`src/rtl/spi_peripheral.sv`:
```
// SPI target byte shifter (mode 0, MSB first), oversampled in the clk domain.
// Received bytes come out as rx_data/rx_stb. Response bytes go into a
// one-deep pending buffer through tx_data/tx_stb and are shifted out on the
// next SPI byte.
module spi_peripheral #(
  parameter int         SYNC_STAGES = 2,
  parameter logic [7:0] IDLE_BYTE   = 8'h00
) (
  input  logic       clk,
  input  logic       rst_n,
  input  logic       spi_sck,
  input  logic       spi_csn,
  input  logic       spi_sdi,
  output logic       spi_sdo,
  output logic       spi_sdo_oe,
  output logic [7:0] rx_data,
  output logic       rx_stb,
  input  logic [7:0] tx_data,
  input  logic       tx_stb,
  output logic       tx_underrun
);

  logic [SYNC_STAGES-1:0] sck_sync, csn_sync, sdi_sync;
  logic                   sck_q, csn_q;
  logic [SYNC_STAGES:0]   settle;
  logic                   armed;
  logic [2:0]             bit_cnt;
  logic [7:0]             rx_shift, tx_shift, tx_buf;
  logic                   buf_vld;

  logic sck_s, csn_s, sdi_s, active;
  logic csn_fall, csn_rise, sck_rise, sck_fall;
  logic byte_load, tx_take;
  logic [7:0] load_byte;

  assign sck_s = sck_sync[SYNC_STAGES-1];
  assign csn_s = csn_sync[SYNC_STAGES-1];
  assign sdi_s = sdi_sync[SYNC_STAGES-1];

  // The CSN chain resets high, so a pin held low across reset would look like
  // a falling edge. Transfers are only armed once the chain has refilled from
  // the pin and CSN has been seen high.
  assign active   = armed & ~csn_s;
  assign csn_fall = armed & csn_q & ~csn_s;
  assign csn_rise = csn_s & ~csn_q;
  assign sck_rise = active & sck_s & ~sck_q;
  assign sck_fall = active & ~sck_s & sck_q;

  // A byte starts at CSN fall or at an SCK fall on the byte boundary.
  assign byte_load = csn_fall | (sck_fall & (bit_cnt == 3'd0));
  assign tx_take   = tx_stb & active;
  // A strobe coinciding with a load bypasses the buffer.
  assign load_byte = tx_take ? tx_data : (buf_vld ? tx_buf : IDLE_BYTE);

  assign spi_sdo = spi_sdo_oe & tx_shift[7];

  // Pin synchronisers plus the edge-detect registers on SCK and CSN.
  always_ff @(posedge clk or negedge rst_n) begin
    if (!rst_n) begin
      sck_sync <= '0;
      csn_sync <= '1;
      sdi_sync <= '0;
      sck_q    <= 1'b0;
      csn_q    <= 1'b1;
    end else begin
      sck_sync <= {sck_sync[SYNC_STAGES-2:0], spi_sck};
      csn_sync <= {csn_sync[SYNC_STAGES-2:0], spi_csn};
      sdi_sync <= {sdi_sync[SYNC_STAGES-2:0], spi_sdi};
      sck_q    <= sck_s;
      csn_q    <= csn_s;
    end
  end

  // Arm after the CSN chain holds pin-derived values and CSN is idle high.
  always_ff @(posedge clk or negedge rst_n) begin
    if (!rst_n) begin
      settle <= '0;
      armed  <= 1'b0;
    end else begin
      settle <= {settle[SYNC_STAGES-1:0], 1'b1};
      armed  <= armed | (settle[SYNC_STAGES] & csn_s);
    end
  end

  // Receive path: bit counter, RX shifter, completed-byte register and strobe.
  always_ff @(posedge clk or negedge rst_n) begin
    if (!rst_n) begin
      bit_cnt  <= 3'd0;
      rx_shift <= 8'h00;
      rx_data  <= 8'h00;
      rx_stb   <= 1'b0;
    end else begin
      rx_stb <= 1'b0;
      if (csn_rise) begin
        bit_cnt  <= 3'd0;
        rx_shift <= 8'h00;
      end else if (csn_fall) begin
        bit_cnt <= 3'd0;
      end else if (sck_rise) begin
        rx_shift <= {rx_shift[6:0], sdi_s};
        bit_cnt  <= bit_cnt + 3'd1;
        if (bit_cnt == 3'd7) begin
          rx_data <= {rx_shift[6:0], sdi_s};
          rx_stb  <= 1'b1;
        end
      end
    end
  end

  // Transmit path: TX shifter, output enable and underrun strobe.
  always_ff @(posedge clk or negedge rst_n) begin
    if (!rst_n) begin
      tx_shift    <= 8'h00;
      spi_sdo_oe  <= 1'b0;
      tx_underrun <= 1'b0;
    end else begin
      tx_underrun <= 1'b0;
      if (csn_rise) begin
        tx_shift   <= 8'h00;
        spi_sdo_oe <= 1'b0;
      end else if (byte_load) begin
        tx_shift    <= load_byte;
        tx_underrun <= ~tx_take & ~buf_vld;
        if (csn_fall) spi_sdo_oe <= 1'b1;
      end else if (sck_fall) begin
        tx_shift <= {tx_shift[6:0], 1'b0};
      end
    end
  end

  // One-deep pending response buffer; latest strobe wins, a load empties it.
  always_ff @(posedge clk or negedge rst_n) begin
    if (!rst_n) begin
      tx_buf  <= 8'h00;
      buf_vld <= 1'b0;
    end else if (csn_rise || byte_load) begin
      buf_vld <= 1'b0;
    end else if (tx_take) begin
      tx_buf  <= tx_data;
      buf_vld <= 1'b1;
    end
  end

endmodule

```
`config.mk`:
```
export PLATFORM = sky130hd
export DESIGN_NAME = spi_peripheral
export DESIGN_NICKNAME = d
export VERILOG_FILES = /design/src/rtl/spi_peripheral.sv
export SDC_FILE = /design/constraint.sdc
export NUM_CORES = 1
export LEC_CHECK = 0
export BUFFER_PORTS_ARGS = -buffer_cell sky130_fd_sc_hd__buf_2
export CAP_MARGIN = 40
export CORE_ASPECT_RATIO = 0.8
export CORE_MARGIN = 2
export CORE_UTILIZATION = 55
export DETAILED_ROUTE_END_ITERATION = 8
export GPL_ROUTABILITY_DRIVEN = 0
export PLACE_DENSITY = 0.76
export SLEW_MARGIN = 15
export SYNTH_ARGS = -nofsm -noshare
export SYNTH_HDL_FRONTEND = slang
export SYNTH_SLANG_ARGS = --single-unit
```
`constraint.sdc`:
```
create_clock -name clk -period 1.7 [get_ports clk]
set_input_delay 0.17 -clock clk [delete_from_list [all_inputs] [get_ports clk]]
set_output_delay 0.17 -clock clk [all_outputs]
set_load 0.005 [all_outputs]
```
# After elaboration in Yosys (flattened, before gate mapping)
# Index checks and enable logic that the tools add are counted.
word_totals:
  ff_bits: 50
  input_bits: 14
  word_cells: 77
op_classes:
  addsub: 1
  n_eq_ne: 2
  muxes: 22
  bitwise_logic: 24
  reduce_logical: 12
ops:
  columns: ["operator", "n"]
  rows:
  - ["$mux W8", 5]
  - ["$mux W7", 3]
  - ["$and A1 B1 Y1", 13]
  - ["$mux W1", 11]
  - ["$mux W3", 3]
  - ["$not A1 Y1", 9]
  - ["$reduce_bool A2 Y1", 4]
  - ["$reduce_and A2 Y1", 3]
  - ["$reduce_bool A3 Y1", 2]
  - ["$reduce_and A4 Y1", 1]
  - ["$add A3 B1 Y3 const B", 1]
  - ["$eq A3 B3 Y1 const B", 1]
  - ["$logic_not A3 Y1", 1]
  - ["$ne A2 B1 Y1 const B", 1]
  - ["$or A1 B1 Y1", 2]
  - ["$logic_or A1 B1 Y1", 1]

# Depth between registers and ports, before layout
depth:
  depth_word: 9
  ltp_mapped: 6
  mapped_depth_nobuf: 6

# Worst setup path before layout
# Ideal clock, no wire load.
synth_path:
  path_type: "flip-flop to flip-flop"
  from: "reg csn_sync[1]"
  to: "reg rx_data[0]"
  setup_ns: 0.125
  arrival_time_ns: 1.400
  required_time_ns: 1.575
  slack_ns: 0.176
  path_stages_with_launch: 6
  n_path_buf: 1
  path_cell_list: "dfstp_2 nor2b_1 buf_4 and3b_4 nand2_4 mux2_2"
synth_between:
  elab_chain_cells: 5
  elab_cells_between_ends: 9
  cone_classes: "8 x bitwise; 1 x reduce/logical"
synth_lines:
  columns: ["item", "line_no", "text"]
  rows:
  - ["start: declaration", "23", "logic [SYNC_STAGES-1:0] sck_sync, csn_sync, sdi_sync;"]
  - ["start signal: assignment", "67", "csn_sync <= {csn_sync[SYNC_STAGES-2:0], spi_csn};"]
  - ["$not A1 Y1", "43, 44", null]
  - ["$and A1 B1 Y1", "43", "assign active = armed & ~csn_s;"]
  - ["$and A1 B1 Y1 (2 in series)", "46", "assign sck_rise = active & sck_s & ~sck_q;"]
  - ["$reduce_and A4 Y1 (no line) *", null, null]
  - ["end signal: assignment", "103", "rx_data <= {rx_shift[6:0], sdi_s};"]
  - ["end: declaration", "16", "output logic [7:0] rx_data,"]
# Mark *: on every way between the ends. The rest lies on a longest branch, timed or not.
# A chain may end at the register's enable or synchronous reset.

# Final worst setup path
layout_path:
  from: "reg bit_cnt[0]"
  to: "reg tx_shift[7]"
layout_between:
  elab_chain_cells: 5
  elab_cells_between_ends: 6
  cone_classes: "2 x mux; 2 x bitwise; 2 x reduce/logical"
layout_lines:
  columns: ["item", "line_no", "text"]
  rows:
  - ["start: declaration", "27", "logic [2:0] bit_cnt;"]
  - ["start signal: assignment", "101", "bit_cnt <= bit_cnt + 3'd1;"]
  - ["$logic_not A3 Y1 *", "50", "assign byte_load = csn_fall | (sck_fall & (bit_cnt == 3'd0));"]
  - ["$and A1 B1 Y1 *", "50", null]
  - ["$or A1 B1 Y1 *", "50", null]
  - ["$mux W8", "121", "end else if (byte_load) begin"]
  - ["$mux W8", "118", "if (csn_rise) begin"]
  - ["end signal: assignment", "122", "tx_shift <= load_byte;"]
  - ["end signal: assignment", "126", "tx_shift <= {tx_shift[6:0], 1'b0};"]
  - ["end: declaration", "28", "logic [7:0] rx_shift, tx_shift, tx_buf;"]
# Marks and branches as above.

==> qor.txt <==
outcome: finished clean
Vias per Instance: 5.57
Placed Instances: 226
P_leak: 1.21 nW
Final Instance Area: 2390 um2
layout cells sized above 1: 34.7%
Root Driver: clkbuf_8
first-pass GRT wire length: 5.98 mm
Die H: 58.6 um
PnR worst setup slack: 0.0799 ns
register area share after synthesis: 61.3%
most frequent cells after synthesis: dfrtp_1, mux2_2, nor2_1
Clock Tree Buf Depth: 2
largest family of logic cells by synthesized area: compound AO/OA/AOI/OAI gates
cells taking the most area after synthesis: dfrtp_1, mux2_2, dfstp_2
clk_skew: 0.0107 ns
core area: 3490 um2
R2R cell count: 6
Synth top area share: 57.5%
Synth Area in Simple Gates: 12.2%
Syn Nets: 175
Antenna Cells: 0
Crit. End Element: register
Place WS: 0.00668 ns
CTS tree: yes
depth of the worst hold-timing path: 2
Min-Delay Path Class: input pin to register
Vias: 1326
1st-pass router iterations: 4
Layout Nets: 212
Worst Hold Launch: tx_data[3]
xor/xnor share of the synthesized area: 0%
1st-iter DRT viols: 67
ys flop type: dfrtp_1
Max-cap violations: 0
pin count of the biggest net entering global routing: 20
Buffers on Ports: 25
post-synth cell types: 34
Async S/R FF share, synth: 100%
Crit Reg-Reg Endpoint: tx_shift[7]
Filler Cell Count: 270
Inserted Clock Buffers: 5
Mean Syn Cell Area: 12.9 um2
die area: 4230 um2
EDFF count, synth: 0
worst-path maximum fanout: 8
Synth warnings: 0
post-synthesis compound-gate area fraction: 12.7%
ANT nets after route: 0
worst hold endpoint: tx_buf[3]
area post-placement: 2230 um2
Initial Util: 58.5%
final cell count without fillers: 238
synthesized flop and latch total: 50
wire per inst: 15.8 um
num rows: 19
Synth Area in Adders: 1.83%
Syn Inst Count: 158
post-synth top area cell: dfrtp_1
Max VDD drop: 0.000798 V
register-to-register setup slack: 0.08 ns
post-DP HPWL: 2.65 mm
Routed WL: 3.77 mm
initial antenna violation count: 0
Worst Setup Start Kind: register
post-layout minimum cycle time: 1.62 ns
Final Hold Vio Count: 0
max-slew violation count: 0
vias in the first global route: 1270
final hold slack: 0.119 ns
CP arrival: 1.83 ns
mux contribution to synthesized area: 9.36%
I/O pins: 26
critical path type: register to register
count leader, synth: dfrtp_1
setup violators final: 0
Util after Layout: 68.5%
Congestion Overflow GR: 0
RSZ-0062 raised after global routing: yes
CTS sink cnt: 50
GRT Util Overall: 19.1%
Post-CTS Setup Inserts: 0
reg2reg start: bit_cnt[0]
CTS H-tree depth: 2
Highest Clock Rate: 617 MHz
Syn Std Cell Area: 2050 um2
die extent in x: 72.2 um
worst skew pair latency: 0.31 ns
CP required: 1.91 ns
Clock transition at path regs: 0.09 ns
power density over the cells: 1010 nW/um2
Syn-to-layout area delta: 16.9%
final period utilization: 95.3%
DRC: 0
critical path: stages, from the launching register on:
cell      delay, ns
dfrtp_1        0.38
inv_1          0.05
ha_1           0.18
nor2b_2        0.17
a21oi_2        0.35
a211oi_2       0.10
o31ai_1        0.28
how the worst max path moves through the flow:
stage                            from           to  slack (ns)  depth (start not counted)
final                      bit_cnt[0]  tx_shift[7]        0.08                          6
after global routing       bit_cnt[1]  tx_shift[7]       -0.03                          6
after CTS                 csn_sync[1]  tx_shift[7]       0.003                          5
after detailed placement  csn_sync[1]  tx_shift[7]       0.007                          5
after global placement    csn_sync[1]  tx_shift[6]        0.06                          5
after floorplan           csn_sync[1]   rx_data[0]        0.18                          5
state kept, by name, indices dropped and copies added, names as in the netlist, 2 cells and up:
| register | count |
|---|---|
| tx_buf | 8 |
| csn_sync | 2 |
| settle | 3 |
| rx_shift | 7 |
| bit_cnt | 3 |
| rx_data | 8 |
| sdi_sync | 2 |
| tx_shift | 8 |
| sck_sync | 2 |
cells by family after synthesis:
group	after synthesis
mux	17
flops	50
other cells	1
compound gates	34
buf+inv	9
fa+ha+maj	3
simple gates	44
metrics by stage:
step,power [mW],TNS [ns]
floorplan,1.50,0
global placement,1.59,0
detailed placement,1.61,0
CTS,2.42,0
global route,2.52,-0.0539
finish,2.42,0
area by class of cell:
| cell class | instances | area [um2] | share of cell area (%) |
|---|---|---|---|
| inverters | 4 | 15.0 | 0.628 |
| clock buffers | 7 | 76.3 | 3.19 |
| clock inverters | 1 | 30.0 | 1.26 |
| multi-input cells | 99 | 753 | 31.5 |
| repair buffers | 35 | 210 | 8.79 |
| well taps | 42 | 52.6 | 2.20 |
| flip-flops and latches | 50 | 1250 | 52.5 |
power breakdown:
part           internal (mW)  switching [mW]  leakage (nW)  total, mW
registers               1.28          0.0531         0.639       1.34
clock network          0.441           0.378        0.0524      0.818
logic                  0.125           0.136         0.516      0.261
timing repair:
item,in CTS,in global routing
hold buffers,4,0
endpoints found under the hold margin,20,0
gates resized for setup,0,3
setup endpoints to repair,0,10
metal layers:
metal | up-vias | wire length [um] | track usage [%]
li1 | 636 | - | -
met1 | 655 | 1900 | 27.2
met2 | 29 | 1680 | 27.9
met3 | 6 | 140 | 5.82
met4 | 0 | 50 | 7.01
met5 | - | 0 | 0
cells in the final DEF, fill, tap and decap left out, types with 3 or more instances in the layout:
master,instances
a211oi_1,5
a22o_1,9
and3_1,8
buf_2,25
buf_4,6
clkbuf_8,5
dfrtp_1,47
dfstp_2,3
dlygate4sd3_1,4
ha_1,3
inv_1,4
mux2_2,17
nand2_1,9
nor2_1,10
nor2b_1,4
o21ai_0,3
o31ai_1,7
Note: power is estimated with default switching activity, not from simulation.
